$ cat config.mk
export PLATFORM = sky130hd
export DESIGN_NAME = gng_awgn_add
export DESIGN_NICKNAME = d
export VERILOG_FILES = /design/src/rtl/gng_pkg.sv /design/src/rtl/gng_noise_fifo.sv /design/src/rtl/gng_noise_fifo_chk.sv /design/src/rtl/gng_awgn_add.sv
export SDC_FILE = /design/constraint.sdc
export NUM_CORES = 1
export LEC_CHECK = 0
export CORE_ASPECT_RATIO = 0.75
export CORE_UTILIZATION = 50
export DETAILED_ROUTE_END_ITERATION = 10
export GPL_TIMING_DRIVEN = 0
export HOLD_SLACK_MARGIN = 0.12
export PLACE_DENSITY = 0.72
export SYNTH_ARGS = -nofsm -noshare
export SYNTH_HDL_FRONTEND = slang
export SYNTH_SLANG_ARGS = --single-unit
$ cat constraint.sdc
create_clock -name clk -period 6.75 [get_ports clk]
set_input_delay 0.675 -clock clk [delete_from_list [all_inputs] [get_ports clk]]
set_output_delay 0.675 -clock clk [all_outputs]
set_load 0.01 [all_outputs]
$ cat src/rtl/gng_pkg.sv
// Shared constants for the AWGN stage fed by the Gaussian noise generator.
// All sample widths are s<16,11>; sigma is u<16,14>.
package gng_pkg;

    localparam int SIG_W      = 16;
    localparam int SCALE_W    = 16;
    localparam int FRAC_BITS  = 11;
    localparam int SCALE_FRAC = 14;

    localparam logic [15:0] SAT_MAX = 16'h7FFF;
    localparam logic [15:0] SAT_MIN = 16'h8000;

endpackage

$ cat src/rtl/gng_noise_fifo.sv
// First-word fall-through FIFO buffering generator samples. Read data is valid
// combinationally whenever the FIFO is not empty.
module gng_noise_fifo #(
    parameter  int DEPTH  = 8,
    parameter  int DATA_W = 16,
    localparam int AW     = $clog2(DEPTH),
    localparam int CNT_W  = AW + 1
) (
    input  logic              clk,
    input  logic              rstn,
    input  logic              push,
    input  logic [DATA_W-1:0] din,
    input  logic              pop,
    output logic [DATA_W-1:0] dout,
    output logic [CNT_W-1:0]  occupancy,
    output logic              empty,
    output logic              full
);

    logic [DATA_W-1:0] mem_r [DEPTH];
    logic [AW-1:0]     wr_ptr_r;
    logic [AW-1:0]     rd_ptr_r;
    logic [CNT_W-1:0]  count_r;
    logic              do_push_s;
    logic              do_pop_s;

    assign empty     = (count_r == {CNT_W{1'b0}});
    assign full      = (count_r == CNT_W'(DEPTH));
    assign occupancy = count_r;
    assign dout      = mem_r[rd_ptr_r];
    assign do_push_s = push & ~full;
    assign do_pop_s  = pop & ~empty;

    // Storage write port; a push while full is dropped.
    always_ff @(posedge clk or negedge rstn) begin
        if (!rstn) begin
            for (int i = 0; i < DEPTH; i++) begin
                mem_r[i] <= {DATA_W{1'b0}};
            end
        end else if (do_push_s) begin
            mem_r[wr_ptr_r] <= din;
        end else begin
            mem_r[wr_ptr_r] <= mem_r[wr_ptr_r];
        end
    end

    // Pointer and occupancy bookkeeping; pointers wrap naturally (power-of-2 depth).
    always_ff @(posedge clk or negedge rstn) begin
        if (!rstn) begin
            wr_ptr_r <= {AW{1'b0}};
            rd_ptr_r <= {AW{1'b0}};
            count_r  <= {CNT_W{1'b0}};
        end else begin
            wr_ptr_r <= do_push_s ? wr_ptr_r + AW'(1'b1) : wr_ptr_r;
            rd_ptr_r <= do_pop_s  ? rd_ptr_r + AW'(1'b1) : rd_ptr_r;
            case ({do_push_s, do_pop_s})
                2'b10:   count_r <= count_r + CNT_W'(1'b1);
                2'b01:   count_r <= count_r - CNT_W'(1'b1);
                default: count_r <= count_r;
            endcase
        end
    end

    gng_noise_fifo_chk u_chk (
        .clk  (clk),
        .rstn (rstn),
        .push (push),
        .full (full)
    );

endmodule

$ cat src/rtl/gng_noise_fifo_chk.sv
// Protocol checker for the noise FIFO: a push while full would silently lose a
// noise sample. The credit scheme in the top level makes this unreachable.
module gng_noise_fifo_chk (
    input logic clk,
    input logic rstn,
    input logic push,
    input logic full
);

    property p_no_overflow;
        @(posedge clk) disable iff (!rstn) !(push && full);
    endproperty

    a_no_overflow: assert property (p_no_overflow);

endmodule

$ cat src/rtl/gng_awgn_add.sv
// AWGN channel stage: requests noise from the generator under credit control,
// scales each sample by sigma, adds it to the signal stream and saturates.
module gng_awgn_add
    import gng_pkg::*;
#(
    parameter int SIG_W      = gng_pkg::SIG_W,
    parameter int SCALE_W    = gng_pkg::SCALE_W,
    parameter int FIFO_DEPTH = 8
) (
    input  logic               clk,
    input  logic               rstn,
    output logic               noise_ce,
    input  logic               noise_valid,
    input  logic [SIG_W-1:0]   noise_data,
    input  logic [SCALE_W-1:0] scale,
    input  logic               sig_valid,
    output logic               sig_ready,
    input  logic [SIG_W-1:0]   sig_data,
    output logic               out_valid,
    input  logic               out_ready,
    output logic [SIG_W-1:0]   out_data,
    output logic               sat_pulse
);

    localparam int CNT_W  = $clog2(FIFO_DEPTH) + 1;
    localparam int PROD_W = SIG_W + SCALE_W + 1;     // s<33,25>
    localparam int NS_W   = PROD_W - SCALE_FRAC;     // s<19,11>
    localparam int SUM_W  = NS_W + 1;
    localparam logic signed [PROD_W-1:0] ROUND_BIAS = PROD_W'(1'b1) << (SCALE_FRAC - 1);
    localparam logic [SIG_W-1:0] OUT_MAX = {1'b0, {(SIG_W-1){1'b1}}};
    localparam logic [SIG_W-1:0] OUT_MIN = {1'b1, {(SIG_W-1){1'b0}}};

    logic [SIG_W-1:0]         fifo_dout_s;
    logic [CNT_W-1:0]         occupancy_s;
    logic                     empty_s;
    logic                     full_s;
    logic [CNT_W-1:0]         inflight_r;
    logic [CNT_W-1:0]         used_s;
    logic [CNT_W-1:0]         credits_s;
    logic                     ce_next_s;
    logic                     s1_valid_r;
    logic [SIG_W-1:0]         s1_sig_r;
    logic [NS_W-1:0]          s1_ns_r;
    logic                     s1_can_accept_s;
    logic                     s2_can_accept_s;
    logic                     fire_s;
    logic signed [PROD_W-1:0] noise_ext_s;
    logic signed [PROD_W-1:0] scale_ext_s;
    logic signed [PROD_W-1:0] prod_s;
    logic signed [PROD_W-1:0] rnd_s;
    logic [NS_W-1:0]          ns_s;
    logic [SUM_W-1:0]         sum_s;
    logic [SIG_W-1:0]         sat_data_s;
    logic                     sat_flag_s;

    gng_noise_fifo #(
        .DEPTH  (FIFO_DEPTH),
        .DATA_W (SIG_W)
    ) u_fifo (
        .clk       (clk),
        .rstn      (rstn),
        .push      (noise_valid),
        .din       (noise_data),
        .pop       (fire_s),
        .dout      (fifo_dout_s),
        .occupancy (occupancy_s),
        .empty     (empty_s),
        .full      (full_s)
    );

    // Handshake: a beat fires only when noise is buffered and stage 1 can move.
    assign s2_can_accept_s = ~out_valid | out_ready;
    assign s1_can_accept_s = ~s1_valid_r | s2_can_accept_s;
    assign sig_ready       = ~empty_s & s1_can_accept_s;
    assign fire_s          = sig_valid & sig_ready;

    // Credits count FIFO slots not yet claimed by buffered or requested samples.
    assign used_s    = occupancy_s + inflight_r;
    assign credits_s = CNT_W'(FIFO_DEPTH) - used_s;

    // Next request decision; the request issued this cycle already consumes a credit.
    always_comb begin
        ce_next_s = 1'b0;
        if (full_s) begin
            ce_next_s = 1'b0;
        end else if (credits_s >= CNT_W'(2'd2)) begin
            ce_next_s = 1'b1;
        end else if (credits_s == CNT_W'(1'b1)) begin
            ce_next_s = ~noise_ce;
        end else begin
            ce_next_s = 1'b0;
        end
    end

    // Registered generator enable and count of requested-but-undelivered samples.
    always_ff @(posedge clk or negedge rstn) begin
        if (!rstn) begin
            noise_ce   <= 1'b0;
            inflight_r <= {CNT_W{1'b0}};
        end else begin
            noise_ce <= ce_next_s;
            case ({noise_ce, noise_valid})
                2'b10:   inflight_r <= inflight_r + CNT_W'(1'b1);
                2'b01:   inflight_r <= (inflight_r != {CNT_W{1'b0}}) ? inflight_r - CNT_W'(1'b1) : inflight_r;
                default: inflight_r <= inflight_r;
            endcase
        end
    end

    // Noise scaling: signed noise times zero-extended sigma, round half up, drop 14 fraction bits.
    always_comb begin
        noise_ext_s = {{(PROD_W-SIG_W){fifo_dout_s[SIG_W-1]}}, fifo_dout_s};
        scale_ext_s = {{(PROD_W-SCALE_W){1'b0}}, scale};
        prod_s      = noise_ext_s * scale_ext_s;
        rnd_s       = prod_s + ROUND_BIAS;
        ns_s        = NS_W'(rnd_s >>> SCALE_FRAC);
    end

    // Stage 1: capture signal and scaled noise on fire, empty when drained, else hold.
    always_ff @(posedge clk or negedge rstn) begin
        if (!rstn) begin
            s1_valid_r <= 1'b0;
            s1_sig_r   <= {SIG_W{1'b0}};
            s1_ns_r    <= {NS_W{1'b0}};
        end else if (fire_s) begin
            s1_valid_r <= 1'b1;
            s1_sig_r   <= sig_data;
            s1_ns_r    <= ns_s;
        end else if (s2_can_accept_s) begin
            s1_valid_r <= 1'b0;
        end else begin
            s1_valid_r <= s1_valid_r;
        end
    end

    // Sum and clip to the s<16,11> range, flagging saturation.
    always_comb begin
        sum_s      = {{(SUM_W-SIG_W){s1_sig_r[SIG_W-1]}}, s1_sig_r} + {s1_ns_r[NS_W-1], s1_ns_r};
        sat_data_s = sum_s[SIG_W-1:0];
        sat_flag_s = 1'b0;
        if ((sum_s[SUM_W-1:SIG_W-1] == {(SUM_W-SIG_W+1){1'b0}}) ||
            (sum_s[SUM_W-1:SIG_W-1] == {(SUM_W-SIG_W+1){1'b1}})) begin
            sat_flag_s = 1'b0;
        end else if (sum_s[SUM_W-1]) begin
            sat_data_s = OUT_MIN;
            sat_flag_s = 1'b1;
        end else begin
            sat_data_s = OUT_MAX;
            sat_flag_s = 1'b1;
        end
    end

    // Stage 2: output register, held stable while downstream stalls.
    always_ff @(posedge clk or negedge rstn) begin
        if (!rstn) begin
            out_valid <= 1'b0;
            out_data  <= {SIG_W{1'b0}};
            sat_pulse <= 1'b0;
        end else if (s2_can_accept_s) begin
            out_valid <= s1_valid_r;
            sat_pulse <= s1_valid_r & sat_flag_s;
            out_data  <= s1_valid_r ? sat_data_s : out_data;
        end else begin
            out_valid <= out_valid;
            sat_pulse <= sat_pulse;
            out_data  <= out_data;
        end
    end

endmodule
Yosys cells after proc, flatten, opt, wreduce, memory -nomap -nowiden
Cells that the tools add are included.
{"block": "classes", "bitwise_logic": 14, "reduce_logical": 10, "mux": 22, "order_cmp": 4, "n_eq_ne": 8, "mul": 1, "addsub": 10}
{"operator": "bitwise mux 128 bit", "n": 2}
{"operator": "two-way mux 128 bit", "n": 1}
{"operator": "two-way mux 16 bit", "n": 7}
{"operator": "binary-select mux 16 bit (select 3 bit)", "n": 2}
{"operator": "demux 16 bit (select 3 bit)", "n": 1}
{"operator": "adder 33 x 15 -> 33 bit, second input constant", "n": 1}
{"operator": "multiplier 16 x 17 -> 33 bit", "n": 1}
{"operator": "adder 16 x 19 -> 20 bit", "n": 1}
{"operator": "one-hot mux 4 bit (2 select lines)", "n": 2}
{"operator": "adder 4 x 1 -> 4 bit, second input constant", "n": 2}
{"operator": "greater-or-equal comparator 4 bit, second input constant", "n": 2}
{"operator": "inverter 3 -> 4 bit", "n": 2}
{"operator": "subtractor 4 x 1 -> 4 bit, second input constant", "n": 2}
{"operator": "adder 3 x 1 -> 3 bit, second input constant", "n": 2}
{"operator": "two-way mux 1 bit", "n": 6}
{"operator": "nonzero test 2 bit", "n": 3}
{"operator": "AND 1 bit", "n": 5}
{"operator": "equality test 5 bit, second input constant", "n": 1}
{"operator": "zero test 5 bit", "n": 1}
{"operator": "inverter 1 bit", "n": 5}
{"operator": "adder 4 bit", "n": 1}
{"operator": "equality test 2 x 1 -> 1 bit, second input constant", "n": 2}
{"operator": "equality test 2 bit, second input constant", "n": 2}
{"operator": "equality test 4 x 1 -> 1 bit, second input constant", "n": 1}
{"operator": "other kinds (12)", "n": 14}
{"block": "totals", "in_bits": 53, "elab_cells": 88, "out_inout_bits": 20, "regBits": 197}

Depth between registers and ports, before layout
Gate-level depths: netlist of the first run.
{"block": "logic_depth", "depth_word": 8, "ltp_mapped": 27, "ltp_nobuf": 24}

By module
From an unflattened synthesis of the first run, not the netlist that was laid out.
{"block": "hier_totals", "hier_cells": 1981, "area_unflattened_um2": 19328.5}
{"module": "gng_awgn_add", "cells_each": 1343, "n_inst": 1, "area_each_um2": 11916.4, "seq_area_each_um2": 1476.4}
{"module": "gng_noise_fifo", "cells_each": 638, "n_inst": 1, "area_each_um2": 7412.1, "seq_area_each_um2": 3453.3}

Worst setup path before layout of the first run
OpenSTA, ideal clock, no wires.
{"block": "synth_timing", "path_kind": "reg-to-reg", "startpoint": "register u_fifo.rd_ptr_r[0]", "endpoint": "register s1_ns_r[8]", "synth_period_minus_slack_ns": 7.493, "arrival_ns": 7.367, "stages_incl_launch_ff": 26, "slack_ns": -0.743, "cell_sequence": "dfrtp_1 > buf_6 > buf_2 > buf_2 > mux4_2 > mux2_2 > clkbuf_1 > nand2_1 > fa_1 > fa_1 > fa_1 > inv_1 > fa_1 > fa_1 > inv_1 > fa_1 > inv_1 > ha_1 > a21oi_1 > o21ai_0 > a2111oi_1 > a21oi_4 > o21ai_4 > a21oi_2 > or2_1 > a221o_1"}
{"block": "synth_between", "elab_chain_len": 6}
{"element": "start, declared", "line_no": "gng_noise_fifo.sv:22", "rtl": "logic [AW-1:0] rd_ptr_r;"}
{"element": "start signal, assigned", "line_no": "gng_noise_fifo.sv:51", "rtl": "rd_ptr_r <= {AW{1'b0}};"}
{"element": "start signal, assigned", "line_no": "gng_noise_fifo.sv:55", "rtl": "rd_ptr_r <= do_pop_s ? rd_ptr_r + AW'(1'b1) : rd_ptr_r;"}
{"element": "inverter 3 -> 4 bit (not written as such)", "line_no": "gng_noise_fifo.sv:30", "rtl": "assign dout = mem_r[rd_ptr_r];"}
{"element": "binary-select mux 16 bit (select 3 bit)", "line_no": "gng_noise_fifo.sv:30"}
{"element": "two-way mux 16 bit (not written as such) (2 in series)", "line_no": "gng_noise_fifo.sv:30"}
{"element": "multiplier 16 x 17 -> 33 bit", "line_no": "gng_awgn_add.sv:114", "rtl": "prod_s = noise_ext_s * scale_ext_s;"}
{"element": "adder 33 x 15 -> 33 bit", "line_no": "gng_awgn_add.sv:115", "rtl": "rnd_s = prod_s + ROUND_BIAS;"}
{"element": "end signal, assigned", "line_no": "gng_awgn_add.sv:124", "rtl": "s1_ns_r <= {NS_W{1'b0}};"}
{"element": "end signal, assigned", "line_no": "gng_awgn_add.sv:128", "rtl": "s1_ns_r <= ns_s;"}
{"element": "end, declared", "line_no": "gng_awgn_add.sv:43", "rtl": "logic [NS_W-1:0] s1_ns_r;"}
Every way passes these cells. The select of a mux whose other input is x is not followed.
A chain may end at the register's enable or synchronous reset.

Worst setup path after layout of the first run
Same ends and word-level chain as after synthesis.

==> impl_metrics.env, run 1 <==
export IMPL_avgSynthCellArea_sq_um=9.341
export IMPL_fin_nets=2568
export IMPL_ys_types=80
export IMPL_gr_usage_met1_pct=42.20
export IMPL_timing_final_hold_violations=0
export IMPL_layout_common_cells="nand2_1, inv_1, dfrtp_1, fa_1, o21ai_0"
export IMPL_reg2reg_to="s1_ns_r[8]"
export IMPL_initial_core_util_pct=50.91
export IMPL_fillers=3207
export IMPL_grt_pass1_vias=16200
export IMPL_die_width_um=226.9
export IMPL_period_needed_ns=7.135
export IMPL_portBuffers=71
export IMPL_ys_warn_count=0
export IMPL_fin_area_sq_um=22020
export IMPL_insertedDiodeCount=0
export IMPL_grt_setup_unrepaired="yes"
export IMPL_clk_path_buf_depth=2
export IMPL_path_max_fanout=6
export IMPL_violations="max-capacitance violations, max-slew violations, negative setup slack"
export IMPL_wirelength_mm=57.05
export IMPL_cts_buffers=17
export IMPL_wire_per_inst_um=21.23
export IMPL_grt_use_total_pct=30.55
export IMPL_status="complete, but fails checks"
export IMPL_reg2reg_slack_ns=-0.38
export IMPL_viasPerCell=5.964
export IMPL_grt_remaining_overflow=0
export IMPL_grt_busiest_layer="met2"
export IMPL_drt_iter0_markers=1792
export IMPL_syn_nets=2428
export IMPL_die_area_sq_um=38720
export IMPL_cts_sinks=197
export IMPL_num_vias=16020
export IMPL_ys_ff_latch=197
export IMPL_grt_max_degree=124
export IMPL_report_final_slew_viol_count=8
export IMPL_dp_hpwl_mm=41.51
export IMPL_met3_usage_pct=8.569
export IMPL_fin_crit_sh_pct=105.7
export IMPL_synth_edf_count=0
export IMPL_clk_pin_slew_ns=0.07
export IMPL_ys_seq_area_share_pct=26.00
export IMPL_syn2layout_area_growth_pct=16.11
export IMPL_setup_viol=17
export IMPL_async_flop_share_pct=100.0
export IMPL_hold_class="input pin to async pin"
export IMPL_cts_root_buf="clkbuf_16"
export IMPL_syn_instance_count=2030
export IMPL_worstReg2RegStart="u_fifo.rd_ptr_r[0]"
export IMPL_path_class="register to register"
export IMPL_layout_setup_ws_ns=-0.3847
export IMPL_placed_area_sq_um=20410
export IMPL_fmax_mhz=140.2
export IMPL_whs_ns=0.1708
export IMPL_cp_required_ns=7.11
export IMPL_fin_cells=2687
export IMPL_syn_cell_area_sq_um=18960
export IMPL_final_common_cell="nand2_1"
export IMPL_use_met2_pct=46.27
export IMPL_finClkSkew_ns=0.01293
export IMPL_rows=61
export IMPL_dp_cells=2606
export IMPL_maxCapViolations=1
export IMPL_holdBufCountCts=0
export IMPL_grt_pass1_wl_mm=89.66
export IMPL_cts_tree="yes"
export IMPL_ant_nets=0
export IMPL_die_y_um=170.7
export IMPL_coreArea_sq_um=37250
export IMPL_drc=0
export IMPL_cp_end_kind="register"
export IMPL_drive_above_1_share_pct=11.50
export IMPL_io_pins=73
export IMPL_antenna_found_initial=0
export IMPL_cts_max_level=4
export IMPL_rr_worst_depth=27
export IMPL_crit_path_start_kind="register"
export IMPL_synth_main_ff_cell="dfrtp_1"
export IMPL_drt_first_pass_iters=6
export IMPL_worst_pin_slew_ns=1.618
export IMPL_worstPathArrival_ns=7.49
export IMPL_gp_congestion=0.9840
export IMPL_insertion_delay_ns=0.48
export IMPL_max_slew_margin_rel_pct=-8.098
==> per-stage QoR <==
step	util (%)	TNS, ns	worst slack, ns
2_1_floorplan	-	-0.02662	-0.02662
3_3_place_gp	54.72	-639.77	-3.151
3_5_place_dp	54.81	-26.96	-1.646
4_1_cts	58.39	-5.843	-0.4770
5_1_grt	59.11	-7.329	-0.5593
6_report	59.11	-4.149	-0.3847
==> final cells by class <==
| cell class | count | area, sq um | share of cell area (%) |
|---|---|---|---|
| multi-input cells | 1466 | 13020 | 59.15 |
| plain buffers | 110 | 641.9 | 2.915 |
| flip-flops and latches | 197 | 4930 | 22.39 |
| clock inverters | 15 | 192.7 | 0.8751 |
| repair buffers | 122 | 1212 | 5.507 |
| inverters | 256 | 960.9 | 4.364 |
| well taps | 504 | 630.6 | 2.864 |
| clock buffers | 17 | 425.4 | 1.932 |
==> kinds of logic (layout without fill, tap and decap cells) <==
group | count (synthesis) | after routing | share of synthesized area [%]
AOI/OAI and AO/OA | 401 | 401 | 13.91
adders and majority gates | 345 | 345 | 30.60
buffers and inverters | 367 | 520 | 7.449
muxes | 52 | 52 | 4.836
xor gates and xnor gates | 35 | 35 | 1.617
and+or+nand+nor | 633 | 633 | 15.59
DFF | 197 | 197 | 26.00
==> layer usage <==
metal / share of wire [%] / wire [um] / vias up
met2: 44 / 25240 / 909
met3: 11 / 6533 / 179
met4: 3.2 / 1836 / 0
li1: - / - / 7025
met5: 0 / 0 / -
met1: 41 / 23440 / 7911
==> cells in the mapped netlist, types with 30 or more instances <==
library cell	number	area, sq um
nand2_1	373	1400
inv_1	255	957.2
fa_1	198	3964
dfrtp_1	197	4930
o21ai_0	179	895.9
ha_1	147	1839
clkbuf_1	89	334.1
and2_1	72	450.4
a21oi_1	45	225.2
nor2b_1	43	269.0
nor2_1	34	127.6
a22oi_1	32	240.2
mux4_2	30	675.7
==> registers in the layout (all words and copies together), names as in the netlist <==
name,flops
s1_valid_r,1
sat_pulse,1
out_valid,1
inflight_r,4
s1_ns_r,19
s1_sig_r,16
u_fifo.wr_ptr_r,3
u_fifo.rd_ptr_r,3
out_data,16
u_fifo.occupancy,4
u_fifo.mem_r,128
noise_ce,1
==> timing repair <==
action,4_1_cts,5_1_grt
setup buffers,35,15
gates resized for setup,95,66
setup endpoints to repair,19,19
pin swaps,28,32
cloned,1,0
==> critical path, stage by stage (launching register included) <==
cell and delay, ns:
dfrtp_1 0.37, buf_6 0.15, buf_12 0.14, buf_12 0.13, mux4_2 0.48, mux2_4 0.34, clkbuf_16 0.18, nand2_4 0.06
fa_1 0.44, fa_1 0.46, fa_1 0.49, inv_1 0.05, fa_1 0.51, fa_1 0.55, inv_2 0.05, fa_1 0.53
inv_2 0.06, ha_4 0.23, a21oi_4 0.14, o21ai_4 0.10, a2111oi_4 0.22, buf_6 0.19, a21oi_4 0.09, o21ai_4 0.22
buf_12 0.14, a21oi_4 0.07, or2_4 0.29, a221o_1 0.30
==> worst max-delay path by stage <==
stage / start / to / slack, ns / cells past startpoint
6_report: u_fifo.rd_ptr_r[0] / s1_ns_r[8] / -0.38 / 27
5_1_grt: u_fifo.rd_ptr_r[0] / s1_ns_r[16] / -0.56 / 27
4_1_cts: u_fifo.rd_ptr_r[0] / s1_ns_r[16] / -0.48 / 27
3_5_place_dp: u_fifo.rd_ptr_r[0] / s1_ns_r[8] / -1.65 / 25
3_3_place_gp: rstn / u_fifo.mem_r[25] / -3.15 / 1
2_1_floorplan: u_fifo.rd_ptr_r[0] / s1_ns_r[8] / -0.03 / 25
Power of run 1 is left out: the tool's default activity adds up to more than one toggle a clock period on the data nets, which glitch-free logic cannot reach.
==> run 2, diff against run 1 <==
--- a/config.mk
+++ b/config.mk
@@ -6,7 +6,9 @@
 export NUM_CORES = 1
 export LEC_CHECK = 0
 export CORE_ASPECT_RATIO = 0.75
+export CORE_MARGIN = 2
 export CORE_UTILIZATION = 50
+export CTS_CLUSTER_SIZE = 30
 export DETAILED_ROUTE_END_ITERATION = 10
 export GPL_TIMING_DRIVEN = 0
 export HOLD_SLACK_MARGIN = 0.12
@@ -14,3 +16,4 @@
 export SYNTH_ARGS = -nofsm -noshare
 export SYNTH_HDL_FRONTEND = slang
 export SYNTH_SLANG_ARGS = --single-unit
+export TNS_END_PERCENT = 10
==> impl_metrics.env, run 2 (synthesized netlist as in run 1, its figures left out) <==
export IMPL_largest_register="u_fifo.mem_r"
export IMPL_die_area_sq_um=39520
export IMPL_rows=61
export IMPL_worst_pin_slew_ns=1.450
export IMPL_clk_path_buf_depth=2
export IMPL_io_pins=73
export IMPL_viasPerCell=6.040
export IMPL_grt_pass1_vias=16130
export IMPL_grt_pass1_wl_mm=90.51
export IMPL_fin_nets=2553
export IMPL_worstPathArrival_ns=7.56
export IMPL_die_width_um=228.9
export IMPL_maxCapViolations=0
export IMPL_portBuffers=71
export IMPL_reg_top3="u_fifo.mem_r: 128 flops, s1_ns_r: 19 flops"
export IMPL_num_vias=16140
export IMPL_path_class="register to register"
export IMPL_initial_core_util_pct=50.91
export IMPL_grt_remaining_overflow=0
export IMPL_cts_sinks=197
export IMPL_ant_nets=0
export IMPL_fin_crit_sh_pct=106.1
export IMPL_die_y_um=172.7
export IMPL_grt_max_degree=106
export IMPL_violations="negative setup slack"
export IMPL_finClkSkew_ns=0.01552
export IMPL_drc=0
export IMPL_whs_ns=0.1982
export IMPL_setup_viol=18
export IMPL_fmax_mhz=139.6
export IMPL_drive_above_1_share_pct=9.640
export IMPL_insertion_delay_ns=0.48
export IMPL_layout_common_cells="nand2_1, inv_1, dfrtp_1, fa_1, o21ai_0"
export IMPL_insertedDiodeCount=0
export IMPL_cp_end_kind="register"
export IMPL_cts_root_buf="clkbuf_16"
export IMPL_slowest_delay_ns=0.57
export IMPL_final_common_cell="nand2_1"
export IMPL_fillers=3244
export IMPL_gp_congestion=0.9850
export IMPL_hold_class="input pin to async pin"
export IMPL_dp_hpwl_mm=41.71
export IMPL_crit_path_start_kind="register"
export IMPL_cts_buffers=17
export IMPL_worstReg2RegStart="u_fifo.rd_ptr_r[0]"
export IMPL_period_needed_ns=7.165
export IMPL_cts_tree="yes"
export IMPL_grt_use_total_pct=29.46
export IMPL_max_slew_margin_rel_pct=2.559
export IMPL_layout_setup_ws_ns=-0.4149
export IMPL_cts_max_level=4
export IMPL_wirelength_mm=57.31
export IMPL_startpoint="u_fifo.rd_ptr_r[0]"
export IMPL_cpMaxStageDelayCell="fa_2"
export IMPL_syn2layout_area_growth_pct=14.60
export IMPL_report_final_slew_viol_count=0
export IMPL_holdBufCountCts=0
export IMPL_coreArea_sq_um=37250
export IMPL_path_max_fanout=8
export IMPL_status="complete, but fails checks"
export IMPL_largest_register_ffs=128
export IMPL_timing_final_hold_violations=0
export IMPL_path_common_cell="fa_1"
export IMPL_drt_iter0_markers=1987
export IMPL_grt_setup_unrepaired="yes"
export IMPL_rr_worst_depth=27
export IMPL_antenna_found_initial=1
export IMPL_drt_first_pass_iters=6
export IMPL_cp_required_ns=7.15
export IMPL_wire_per_inst_um=21.45
export IMPL_clk_pin_slew_ns=0.07
[run 2: cell types whose count changed in the layout (fill, tap and decap cells not counted), sizes merged]
| cell | change |
|---|---|
| buf | -26 |
| clkbuf | +11 |
| bufinv | -1 |
| clkinv | -1 |
| clkinvlp | +1 |
| inv | +1 |
[run 2: final cells by class]
type                       instances  area, sq um  area share [%]
buffer                           110        636.9           2.931
clock buffer                      17        425.4           1.958
clock inverter                    15        167.7          0.7715
inverter                         256        960.9           4.422
multi-input combinational       1466        12940           59.53
sequential                       197         4930           22.68
tap                              504        630.6           2.902
timing repair buffer             107         1044           4.802
[run 2: worst max-delay path, delay by kind of cell (launching register included)]
kind	cells	cell delay, ns
compound gates	5	0.91
fa+ha+maj	7	3.31
buf+inv	9	1.05
flops	1	0.37
mux	2	0.83
simple gates	4	0.60
[run 2: final timing paths]
path | to | slack [ns]
max in group asynchronous | u_fifo.mem_r[63] | 5.50
min in group clk | s1_sig_r[10] | 0.49
max reg2reg | s1_ns_r[16] | -0.41
min | out_data[3] | 0.20
max | s1_ns_r[16] | -0.41
min reg2reg | s1_sig_r[10] | 0.49
[run 2: stage by stage]
step	utilization (%)	TNS, ns	instance area (sq um)	setup WS [ns]	std cells
finish	58.35	-4.634	21730	-0.4149	2672
global route	58.35	-8.327	21730	-0.5974	2672
CTS	58.05	-5.726	21620	-0.4545	2670
detailed placement	54.75	-28.43	20390	-1.704	2606
global placement	54.66	-628.88	20360	-3.099	2605
floorplan	-	-0.1248	19020	-0.06411	2030
[run 2: per-layer routing]
layer | up-vias | part of all wire (%) | routed length (um) | global-route usage (%)
li1 | 6991 | - | - | -
met1 | 8021 | 41 | 23460 | 41.21
met2 | 981 | 44 | 25290 | 44.15
met3 | 143 | 12 | 6866 | 8.625
met4 | 2 | 2.9 | 1674 | 9.713
met5 | - | 0.016 | 9 | 0
[run 2: what timing repair did]
item | in CTS | in global routing
pin swaps | 26 | 9
endpoints found under the setup margin | 19 | 19
resized for setup | 88 | 23
cloned | 1 | 0
buffers inserted | 32 | 2
Power of run 2 is left out for the same reason.
